<file path="config.mk">
export PLATFORM = sky130hd
export DESIGN_NAME = sv_uart_rx_assembler
export DESIGN_NICKNAME = d
export VERILOG_FILES = /design/src/rtl/sv_uart_pkg.sv /design/src/rtl/sv_uart_rx_bit.sv /design/src/rtl/sv_uart_rx_assembler.sv
export SDC_FILE = /design/constraint.sdc
export NUM_CORES = 1
export LEC_CHECK = 0
export ABC_AREA = 1
export CORE_MARGIN = 1.5
export CORE_UTILIZATION = 35
export CTS_CLUSTER_SIZE = 25
export DETAILED_ROUTE_END_ITERATION = 8
export HOLD_SLACK_MARGIN = 0.02
export MAX_ROUTING_LAYER = met4
export SLEW_MARGIN = 20
export SYNTH_ARGS = -nofsm -noshare
export SYNTH_HDL_FRONTEND = slang
export SYNTH_SLANG_ARGS = --single-unit
</file>
<file path="constraint.sdc">
create_clock -name iclk -period 8.82 [get_ports iclk]
set_input_delay 2.205 -clock iclk [delete_from_list [all_inputs] [get_ports iclk]]
set_output_delay 2.205 -clock iclk [all_outputs]
set_load 0.1 [all_outputs]
</file>
<file path="src/rtl/sv_uart_pkg.sv">
// Shared types and constants for the UART receive path.
package sv_uart_pkg;

  localparam int unsigned WORD_WIDTH  = 8;
  localparam int unsigned DIV_WIDTH   = 16;
  localparam int unsigned MIN_DIVIDER = 4;

  typedef enum logic [2:0] {
    IDLE,
    START,
    DATA,
    STOP,
    BREAK
  } uart_rx_state_t;

  // Per-cycle event bundle from the bit engine to the word packer.
  typedef struct packed {
    logic [WORD_WIDTH-1:0] data;
    logic                  start;
    logic                  done;
    logic                  frame_err;
  } uart_rx_evt_t;

  // Very small dividers cannot place a mid-bit sample, so they are raised to a floor.
  function automatic logic [DIV_WIDTH-1:0] clamp_divider(input logic [DIV_WIDTH-1:0] d);
    return (d < DIV_WIDTH'(MIN_DIVIDER)) ? DIV_WIDTH'(MIN_DIVIDER) : d;
  endfunction

endpackage

</file>
<file path="src/rtl/sv_uart_rx_bit.sv">
// UART 8N1 bit engine: input synchronizer, bit-timing FSM and byte shift register.
module sv_uart_rx_bit
  import sv_uart_pkg::*;
#(
  parameter int unsigned IN_PIPE = 3
) (
  input  logic                 iclk,
  input  logic                 irst_n,
  input  logic                 irx,
  input  logic [DIV_WIDTH-1:0] idivider,
  output logic [DIV_WIDTH-1:0] div,
  output logic                 idle_c,
  output uart_rx_evt_t         evt_c
);

  logic [IN_PIPE-1:0]    sync_q;
  logic                  rx_s;
  logic                  rx_prev;
  uart_rx_state_t        state;
  logic [DIV_WIDTH-1:0]  cnt;
  logic [2:0]            bcnt;
  logic [WORD_WIDTH-1:0] shreg;
  logic                  fall_c;
  logic                  bit_tick_c;

  assign rx_s = sync_q[IN_PIPE-1];

  // Metastability synchronizer plus one-cycle history for edge detection.
  always_ff @(posedge iclk or negedge irst_n) begin
    if (!irst_n) begin
      sync_q  <= '1;
      rx_prev <= 1'b1;
    end else begin
      sync_q  <= {sync_q[IN_PIPE-2:0], irx};
      rx_prev <= rx_s;
    end
  end

  // Strobes decoded from the current state and phase counter.
  always_comb begin
    fall_c          = rx_prev & ~rx_s;
    bit_tick_c      = (cnt == div - DIV_WIDTH'(1));
    idle_c          = (state == IDLE);
    evt_c           = '0;
    evt_c.data      = shreg;
    evt_c.start     = (state == IDLE) && fall_c;
    evt_c.done      = (state == STOP) && bit_tick_c && rx_s;
    evt_c.frame_err = (state == STOP) && bit_tick_c && !rx_s;
  end

  // Bit-timing FSM: mid-bit start check, then one sample per bit period.
  always_ff @(posedge iclk or negedge irst_n) begin
    if (!irst_n) begin
      state <= IDLE;
      div   <= DIV_WIDTH'(MIN_DIVIDER);
      cnt   <= '0;
      bcnt  <= '0;
      shreg <= '0;
    end else begin
      case (state)
        IDLE: begin
          if (fall_c) begin
            div   <= clamp_divider(idivider);
            cnt   <= '0;
            bcnt  <= '0;
            state <= START;
          end
        end
        START: begin
          if (cnt == (div >> 1)) begin
            cnt   <= '0;
            state <= rx_s ? IDLE : DATA;
          end else begin
            cnt <= cnt + DIV_WIDTH'(1);
          end
        end
        DATA: begin
          if (bit_tick_c) begin
            cnt   <= '0;
            shreg <= {rx_s, shreg[WORD_WIDTH-1:1]};
            bcnt  <= bcnt + 3'd1;
            if (bcnt == 3'd7) state <= STOP;
          end else begin
            cnt <= cnt + DIV_WIDTH'(1);
          end
        end
        STOP: begin
          if (bit_tick_c) begin
            cnt <= '0;
            if (rx_s) begin
              state <= IDLE;
            end else begin
              shreg <= '0;
              state <= BREAK;
            end
          end else begin
            cnt <= cnt + DIV_WIDTH'(1);
          end
        end
        BREAK: begin
          if (rx_s) state <= IDLE;
        end
        default: state <= IDLE;
      endcase
    end
  end

endmodule

</file>
<file path="src/rtl/sv_uart_rx_assembler.sv">
// Packs received UART bytes (first byte in MSBs) into AXI-Stream words with status pulses.
module sv_uart_rx_assembler
  import sv_uart_pkg::*;
#(
  parameter int unsigned DATA_WIDTH   = 24,
  parameter int unsigned IN_PIPE      = 3,
  parameter int unsigned TIMEOUT_BITS = 20
) (
  input  logic                  iclk,
  input  logic                  irst_n,
  input  logic                  irx,
  input  logic [15:0]           idivider,
  output logic [DATA_WIDTH-1:0] m_axis_tdata,
  output logic                  m_axis_tvalid,
  input  logic                  m_axis_tready,
  output logic                  oframe_err,
  output logic                  oovf,
  output logic                  otimeout
);

  localparam int unsigned BYTES = DATA_WIDTH / WORD_WIDTH;
  localparam int unsigned WCW   = $clog2(BYTES);
  localparam int unsigned TCW   = $clog2(TIMEOUT_BITS * 65535 + 1);

  logic [DIV_WIDTH-1:0]  div;
  logic                  idle_c;
  uart_rx_evt_t          evt_c;
  logic [WCW-1:0]        wcnt;
  logic [DATA_WIDTH-1:0] word;
  logic [TCW-1:0]        tcnt;
  logic [TCW-1:0]        limit_c;
  logic                  running_c;
  logic                  expire_c;
  logic                  complete_c;
  logic [DATA_WIDTH-1:0] new_word_c;

  sv_uart_rx_bit #(
    .IN_PIPE (IN_PIPE)
  ) u_bit (
    .iclk     (iclk),
    .irst_n   (irst_n),
    .irx      (irx),
    .idivider (idivider),
    .div      (div),
    .idle_c   (idle_c),
    .evt_c    (evt_c)
  );

  // Word completion and inter-byte timeout decode.
  always_comb begin
    new_word_c = {word[DATA_WIDTH-WORD_WIDTH-1:0], evt_c.data};
    complete_c = evt_c.done && (wcnt == WCW'(BYTES - 1));
    limit_c    = TCW'(TIMEOUT_BITS) * TCW'(div);
    running_c  = idle_c && (wcnt != '0);
    expire_c   = running_c && (tcnt >= limit_c - TCW'(1));
  end

  // Idle-time counter between bytes of a partial word; saturates rather than wraps.
  always_ff @(posedge iclk or negedge irst_n) begin
    if (!irst_n) begin
      tcnt <= '0;
    end else if (!running_c || expire_c || evt_c.start) begin
      tcnt <= '0;
    end else if (tcnt != '1) begin
      tcnt <= tcnt + TCW'(1);
    end
  end

  // Byte packing; errors and timeouts throw away the partial word.
  always_ff @(posedge iclk or negedge irst_n) begin
    if (!irst_n) begin
      wcnt <= '0;
      word <= '0;
    end else if (expire_c || evt_c.frame_err) begin
      wcnt <= '0;
      word <= '0;
    end else if (evt_c.done) begin
      if (complete_c) begin
        wcnt <= '0;
        word <= '0;
      end else begin
        wcnt <= wcnt + WCW'(1);
        word <= new_word_c;
      end
    end
  end

  // Output register: loads when empty or draining, otherwise the new word is dropped.
  always_ff @(posedge iclk or negedge irst_n) begin
    if (!irst_n) begin
      m_axis_tdata  <= '0;
      m_axis_tvalid <= 1'b0;
      oovf          <= 1'b0;
    end else begin
      oovf <= 1'b0;
      if (complete_c && (!m_axis_tvalid || m_axis_tready)) begin
        m_axis_tdata  <= new_word_c;
        m_axis_tvalid <= 1'b1;
      end else begin
        if (complete_c) oovf <= 1'b1;
        if (m_axis_tvalid && m_axis_tready) m_axis_tvalid <= 1'b0;
      end
    end
  end

  // Single-cycle status strobes.
  always_ff @(posedge iclk or negedge irst_n) begin
    if (!irst_n) begin
      oframe_err <= 1'b0;
      otimeout   <= 1'b0;
    end else begin
      oframe_err <= evt_c.frame_err;
      otimeout   <= expire_c;
    end
  end

endmodule

</file>
After elaboration in Yosys (flattened, before gate mapping). Index checks and enable logic that the tools add are counted.

Output and inout port bits: 28. Logic and storage cells: 105. Bits in registers: 117.

Magnitude comparators: 2. $mul: 1. Reductions and logical operators: 30. Eq/ne operators: 16. Add/subtract/negate cells: 6. Bitwise gates (word level): 2. Multiplexer cells: 33.

Operators with widths (count): 16-bit 2-to-1 mux (7); 16-bit one-hot mux with 3 select lines (1); 21-bit 2-to-1 mux (2); 3-bit 2-to-1 mux (9); 8-bit 2-to-1 mux (3); 21-bit by 1-bit adder with 21-bit output, second input constant (1); 21-bit greater-or-equal comparator (1); 21-bit != test, second input constant (1); 21-bit by 1-bit subtractor with 21-bit output, second input constant (1); 3-bit by 16-bit multiplier with 19-bit output, first input constant (1); 16-bit by 1-bit adder with 16-bit output, second input constant (1); 16-bit by 15-bit equality test with 1-bit output (1); 16-bit equality test (1); 16-bit by 3-bit < comparator with 1-bit output, second input constant (1); 8-bit one-hot mux with 2 select lines (1); 16-bit by 1-bit subtractor with 16-bit output, second input constant (1); 3-bit one-hot mux with 5 select lines (1); 2-bit by 1-bit != test with 1-bit output, second input constant (6); 2-bit nonzero test (6); 1-bit logical AND (9); 2-bit 2-to-1 mux (4); 3-bit by 2-bit equality test with 1-bit output, second input constant (2); 3-bit equality test, second input constant (2); 3-bit one-hot mux with 2 select lines (1); other kinds (17) (26).

Longest topological paths before layout. Gate-level depths: netlist of run 1.

Depth after elaboration: 8. Depth in mapped cells: 29. Gate-level depth less buffers: 28.

Hierarchy. Synthesis of run 1 repeated with hierarchy kept, for this count alone.

Cell total of the unflattened synthesis: 1128. Area total of the unflattened synthesis: 8359.3 um2.

By module, submodules not included: sv_uart_rx_assembler (area an instance 5111.2 um2, cells an instance 662, times used 1, seq. area each 1676.6 um2); sv_uart_rx_bit (area an instance 3248.1 um2, cells an instance 466, times used 1, seq. area each 1257.5 um2).

Worst setup path after synthesis of run 1. No wires, ideal clock.

Kind: register to register. Start: reg u_bit.div[2]. End: reg tcnt[16]. Buffers on the path: 1. Setup time: 0.083 ns. Data arrival time: 4.251 ns. Cell stages (with the launch flop): 27. Clock period less this slack: 4.334 ns. Setup slack: 4.486 ns. Cell sequence: dfstp_2 ha_1 ha_1 inv_1 fa_1 nand3b_1 nand2_1 nand2_1 nand2_1 xnor2_1 nand2_1 nor2_1 nand2_1 nor2_1 nand2_1 xor2_1 ha_1 a21oi_1 nor2_1 a211oi_1 o21ai_0 a21oi_1 nand2_1 nor2_1 inv_1 clkbuf_1 o21ai_0.

Cells in the longest elaborated chain, start to end: 7. Elaborated cells on any way between the ends: 8. Classes of those cells: 1 x add/sub; 1 x mul; 1 x order compare; 1 x mux; 4 x reduce/logical.

Ends and longest elaborated chain: start: declaration (RTL line sv_uart_rx_bit.sv:11) `output logic [DIV_WIDTH-1:0] div,`; start signal: assignment (RTL line sv_uart_rx_bit.sv:55) `div <= DIV_WIDTH'(MIN_DIVIDER);`; start signal: assignment (RTL line sv_uart_rx_bit.sv:63) `div <= clamp_divider(idivider);`; 3-bit by 16-bit multiplier with 19-bit output (*) (RTL line sv_uart_rx_assembler.sv:53) `limit_c = TCW'(TIMEOUT_BITS) * TCW'(div);`; 21-bit by 1-bit subtractor with 21-bit output (*) (RTL line sv_uart_rx_assembler.sv:55) `expire_c = running_c && (tcnt >= limit_c - TCW'(1));`; 21-bit greater-or-equal comparator (*) (RTL line sv_uart_rx_assembler.sv:55); 1-bit logical AND (*) (RTL line sv_uart_rx_assembler.sv:55); 1-bit logical OR (*) (2 in series) (RTL line sv_uart_rx_assembler.sv:62) `end else if (!running_c || expire_c || evt_c.start) begin`; 21-bit 2-to-1 mux / 2-bit nonzero test (equally long branches); end signal: assignment (RTL line sv_uart_rx_assembler.sv:65) `tcnt <= tcnt + TCW'(1);`; end: declaration (RTL line sv_uart_rx_assembler.sv:30) `logic [TCW-1:0] tcnt;`.

Mark *: on every way between the ends. The rest lies on a longest branch, timed or not. A chain may end at the register's enable or synchronous reset.

Final worst setup path of run 1.
Start: reg u_bit.div[3]. End: reg tcnt[4].

The elaborated chain is that of the path after synthesis.

==> results of run 1 <==
## stage by stage
step	hold WS [ns]	power (mW)	util	std cells	setup slack, ns
floorplan	0.345	2.06	-	1128	4.49
global placement	0.347	2.40	0.385	1467	4.03
detailed placement	0.347	2.42	0.385	1467	3.83
CTS	0.356	3.14	0.410	1499	3.83
global route	0.361	3.45	0.410	1499	3.25
finish	0.354	3.12	0.410	1499	3.84
## cells in the mapped netlist
master    number
a211oi_1       1
a21o_1         1
a21oi_1       31
a22oi_1        1
a31oi_1        2
and3_1         1
buf_2          6
buf_4          5
buf_6          4
clkbuf_1      15
clkinv_1       3
dfrtp_1      112
dfstp_2        5
fa_1           1
ha_1          52
inv_1        117
inv_2          2
nand2_1      321
nand2_2        4
nand2_4        2
nand3_1       60
nand3_2        1
nand3_4        2
nand3b_1       6
nand4_1       64
nor2_1       114
nor2_2         5
nor2_4         5
nor2_8         1
nor3_1        22
nor3b_1        1
nor3b_4        1
nor4_1         5
o211ai_1      17
o21a_1         3
o21ai_0       57
o21ai_1        9
o21ai_2        1
or2_2          3
xnor2_1       17
xor2_1        47
xor2_2         1
## report_power, final
group / switching [mW] / internal [mW] / total, mW
Sequential: 0.123 / 0.592 / 0.716
Combinational: 1.08 / 0.625 / 1.71
Clock: 0.291 / 0.403 / 0.695
## registers in the layout, indices dropped and copies added, names as in the netlist
register	cells
word	16
u_bit.sync_q	3
u_bit.div	16
oovf	1
m_axis_tdata	24
u_bit.state	3
u_bit.rx_prev	1
oframe_err	1
wcnt	2
m_axis_tvalid	1
u_bit.bcnt	3
u_bit.cnt	16
otimeout	1
tcnt	21
u_bit.shreg	8
## critical path, delay by kind of cell (launching register included)
| family | cells | cell delay [ns] |
|---|---|---|
| adder cells (fa/ha/maj) | 4 | 1.19 |
| AND/OR/NAND/NOR | 12 | 1.67 |
| AO/OA/AOI/OAI | 5 | 0.78 |
| XOR/XNOR | 2 | 0.35 |
| flip-flops | 1 | 0.51 |
| buffers and inverters | 2 | 0.39 |
## per-layer routing
metal  global-route usage  vias up  part of all wire
li1                     -     3786                 -
met1                0.249     3446              0.49
met2                0.297      112              0.47
met3               0.0305       22             0.028
met4               0.0585        0             0.017
met5                    -        -                 0
## cell type report
class	count	share of cell area
Multi-Input combinational cell	859	0.491
Sequential cell	117	0.307
Timing Repair Buffer	50	0.0513
Inverter	122	0.0479
Clock buffer	18	0.0459
Tap cell	319	0.0418
Clock inverter	14	0.0147
## cell families after synthesis
group,synth area share
AO/OA/AOI/OAI,0.0823
XOR/XNOR,0.0698
adder cells (fa/ha/maj),0.0812
buffers and inverters,0.0759
flip-flops,0.355
AND/OR/NAND/NOR,0.336
## worst paths after layout
path                                 start          endpoint  slack (ns)  cells after the start
setup / recovery              u_bit.div[3]           tcnt[4]        3.84                     25
hold / removal             u_bit.sync_q[1]   u_bit.sync_q[2]        0.35                      0
setup reg to reg              u_bit.div[3]           tcnt[4]        3.84                     25
hold reg to reg            u_bit.sync_q[1]   u_bit.sync_q[2]        0.35                      0
max in group asynchronous           irst_n    u_bit.shreg[0]        5.68                      2
min in group asynchronous           irst_n  m_axis_tdata[20]        1.80                      1
==> metrics.txt, run 1 <==
status finished, final reports clean; Clock Latency Late Sink 0.42 ns; grt total ovfl 0; maximum clock path buffer count 2; layout cells sized above 1 0.0585; TNS Setup 0 ns; TritonCTS clock tree built; via count 7366; # setup viols final 0; DR DRC count 0; initial antenna violation count 0; Clock Skews 0.0132 ns; die height 157 um; # clock sinks 117; CORE AREA 23300 um^2; Final Hold Vio Count 0; ant diodes 0; most common cell after layout, fill and taps aside nand2_1; DP Wirelength 15.7 mm; Clock transition at path regs 0.06 ns; Resize count post-CTS 0; Final Max Tran Viols 0; placed cell area 8980 um^2; drt pass-1 iters 7; RD Place Congestion 0.909; Synth Instances 1128; commonest cells after routing, fill and taps aside 321 x nand2_1, 117 x inv_1, 114 x nor2_1, 112 x dfrtp_1, 64 x nand4_1; syn_nets 1201; sequential area share after synthesis 0.355; Ys Warns 0; Post-Route WL 20.8 mm; top-area cell type share of the netlist area 0.339; CP arrival 5.32 ns; PwrDens 326 nW/um^2; Starting DRT DRC Count 415; most area-consuming cells after synthesis dfrtp_1 34%, nand2_1 15%, ha_1 7.9%; Net count, final 1240; overall routing resource usage 0.189; Distinct cells, synth 42; slowest CP cell dfrtp_1; number of global-route vias before repair 7107; post-layout min period 4.98 ns; VDD IR max 140 uV; area grow syn2layout 15.7%; CTS Buf Count 17; largest net degree at the start of global routing 72; most used cell, CP nand2_1; class of the worst hold path reg -> reg; Fmax 0.201 GHz; Synth Register Bits 117; syn_area_per_cell 7.32 um^2; PortBufs 47; post-CTS setup buffer count 0; Root Buffer clkbuf_16; RSZ-0062 raised after global routing no; Starting Density 0.354; Mapped Area 8260 um^2; H-tree levels 4; final worst-path cycle share 0.565; critical path capture point type register; Routed Antenna Nets 0; num rows 56; worst slew pin tran 1.02 ns; max-cap violations 0; Seq. cell area 2930 um^2; die area 24500 um^2; fillcell total 2420; crit-path max cell delay 0.51 ns; drt wl/cell 13.9 um; P_leak 4.69 nW; largest area contributor in the netlist dfrtp_1; multi-input logic area 4700 um^2; Critical Path RT 9.16 ns; Slew HR 0.320; crit path max fanout 16; first-pass GRT wire length 35.7 mm; critical path class reg -> reg; CTS Hold Bufs 0; I/O pin count 48; Avg Vias per Cell 4.91; Design Area, Final 9560 um^2; die outline width 157 um; CP startpoint kind register
Power figures use the tool's default switching activity.
==> run 2, diff against run 1 <==
Clock period 8.82 ns to 4.4 ns, I/O delays scaled along.
==> run 2 against run 1 <==
Sequential share of layout area fell by 1.6 points; first-iteration DRC count fell by 0.96%; combinational power rose by 140%; critical path depth did not move; non-clock buffer count rose by 42; critical path type unchanged; largest power group unchanged; register-to-register slack got worse by 3.6 ns; sequential power rose by 82%; critical endpoint is now word[3].
==> metrics.txt, run 2 (synthesis results as in run 1) <==
layout cells sized above 1 0.117 (was 0.0585); Final Hold Vio Count 0 (unchanged); CP startpoint kind register (unchanged); # clock sinks 117 (unchanged); grt total ovfl 0 (unchanged); global routing usage on met2 0.295 (was 0.297); largest registers m_axis_tdata (24), tcnt (21) (unchanged); GR Util met3 0.0330 (was 0.0305); via count 7623 (was 7366); Post-Route Utilization 0.432 (was 0.410); status finished, final reports clean (unchanged); critical path capture point type register (unchanged); Worst Min Path Start u_bit.sync_q[1] (unchanged); H-tree levels 4 (unchanged); Starting Density 0.354 (unchanged); worst reg-to-reg path cell count 25 (unchanged); Finished Layout Cells 1541 (was 1499); TritonCTS clock tree built (unchanged); CP Depth 25 (unchanged); met1 global-route usage 0.247 (was 0.249); die area 24500 um^2 (unchanged); class of the worst hold path reg -> reg (unchanged); maximum clock path buffer count 2 (unchanged); Net count, final 1282 (was 1240); die outline width 157 um (unchanged); PwrDens 679 nW/um^2 (was 326 nW/um^2); commonest cells after routing, fill and taps aside 315 x nand2_1, 115 x inv_1, 112 x dfrtp_1, 108 x nor2_1, 64 x nand4_1 (was 321 x nand2_1, 117 x inv_1, 114 x nor2_1, 112 x dfrtp_1, 64 x nand4_1); Avg Vias per Cell 4.95 (was 4.91); slowest CP cell dfrtp_1 (unchanged); # setup viols final 0 (unchanged); Clock Latency Late Sink 0.43 ns (was 0.42 ns); Post-Route WL 21.2 mm (was 20.8 mm); die height 157 um (unchanged); max reg flops 24 (unchanged); Critical Path RT 4.70 ns (was 9.16 ns); P_leak 4.92 nW (was 4.69 nW); RD Place Congestion 0.897 (was 0.909); critical path class reg -> reg (unchanged); largest net degree at the start of global routing 52 (was 72); final worst-path cycle share 0.941 (was 0.565); ant diodes 0 (unchanged); DR DRC count 0 (unchanged); Clock Skews 0.0160 ns (was 0.0132 ns); most common cell after layout, fill and taps aside nand2_1 (unchanged); Final Max Tran Viols 0 (unchanged); Min-Delay Path Depth 0 (unchanged); drt wl/cell 13.8 um (was 13.9 um); Post-Place Cells 1506 (was 1467); overall routing resource usage 0.188 (was 0.189); crit-path leading delay family simple AND/OR/NAND/NOR gates (unchanged); CTS Buf Count 17 (unchanged); initial antenna violation count 0 (unchanged); post-layout min period 4.14 ns (was 4.98 ns); max-cap violations 0 (unchanged); fillcell total 2387 (was 2420); Clock transition at path regs 0.06 ns (about the same); Place WS -0.228 ns (was 3.83 ns); Routed Antenna Nets 0 (unchanged); Slew HR 0.312 (was 0.320); Most flops, register m_axis_tdata (unchanged); CTS Hold Bufs 0 (unchanged); Fmax 0.242 GHz (was 0.201 GHz); WP buf/inv 5 (was 2); crit-path max cell delay 0.40 ns (was 0.51 ns); num rows 56 (unchanged); worst slew pin tran 1.03 ns (was 1.02 ns); VDD IR max 290 uV (was 140 uV); RR Startpoint u_bit.div[3] (unchanged); first-pass GRT wire length 35.5 mm (was 35.7 mm); CORE AREA 23300 um^2 (unchanged); grt peak-use layer met2 (unchanged); CP arrival 4.44 ns (was 5.32 ns); PortBufs 47 (unchanged); DP Wirelength 16.1 mm (was 15.7 mm); crit path max fanout 19 (was 16); number of global-route vias before repair 7117 (was 7107); final setup margin 0.261 ns (was 3.84 ns); drt pass-1 iters 7 (unchanged); Starting DRT DRC Count 411 (was 415); Critical Path Start u_bit.div[3] (unchanged); Root Buffer clkbuf_16 (unchanged); I/O pin count 48 (unchanged); Hold Slack 0.354 ns (about the same); area grow syn2layout 22.1% (was 15.7%)
[run 2: timing repair]
| action | in CTS | in global routing |
|---|---|---|
| pin swaps | 1 | 10 |
| endpoints found under the setup margin | 18 | 40 |
| setup buffers | 2 | 1 |
| resized for setup | 1 | 40 |
[run 2: per-layer routing]
layer	part of all wire	vias to the layer above	wire, um
met3	0.035	26	746
met4	0.016	0	346
li1	-	3880	-
met1	0.48	3577	10100
met5	0	-	0
met2	0.47	140	10000
[run 2: path summary, 6_finish.rpt]
| kind | endpoint | slack (ns) |
|---|---|---|
| min | u_bit.sync_q[2] | 0.35 |
| max reg2reg | word[3] | 0.26 |
| max in group asynchronous | u_bit.div[2] | 2.78 |
| min reg2reg | u_bit.sync_q[2] | 0.35 |
| max | word[3] | 0.26 |
| min in group asynchronous | m_axis_tvalid | 0.71 |
[run 2: worst reg2reg max path: cells and delay by family, from the launching register on]
kind | cells | cell delay, ns
xor+xnor | 2 | 0.29
fa+ha+maj | 4 | 1.04
simple gates | 13 | 1.59
flops | 1 | 0.40
compound gates | 1 | 0.09
buf+inv | 5 | 0.61
[run 2: through the flow]
stage / power [mW] / TNS (ns) / cell area, um^2
floorplan: 4.12 / 0 / 8260
global placement: 5.15 / -0.746 / 9290
detailed placement: 5.19 / -1.99 / 9290
CTS: 6.63 / -0.00434 / 9900
global route: 7.52 / -0.554 / 10100
finish: 6.84 / 0 / 10100
[run 2: cell type report]
class                   instances  area [um^2]  share of cell area
clock buffers                  20          457              0.0453
clock inverters                12          145              0.0144
inverters                     122          458              0.0454
multi-input cells             859         4860               0.482
flip-flops and latches        117         2930               0.291
well taps                     319          399              0.0396
repair buffers                 92          826              0.0819
[run 2: power breakdown]
part	internal (mW)	total [mW]	switching, mW
Clock	0.872	1.41	0.537
Combinational	1.65	4.13	2.48
Sequential	1.19	1.30	0.113
Total	3.71	6.84	3.13
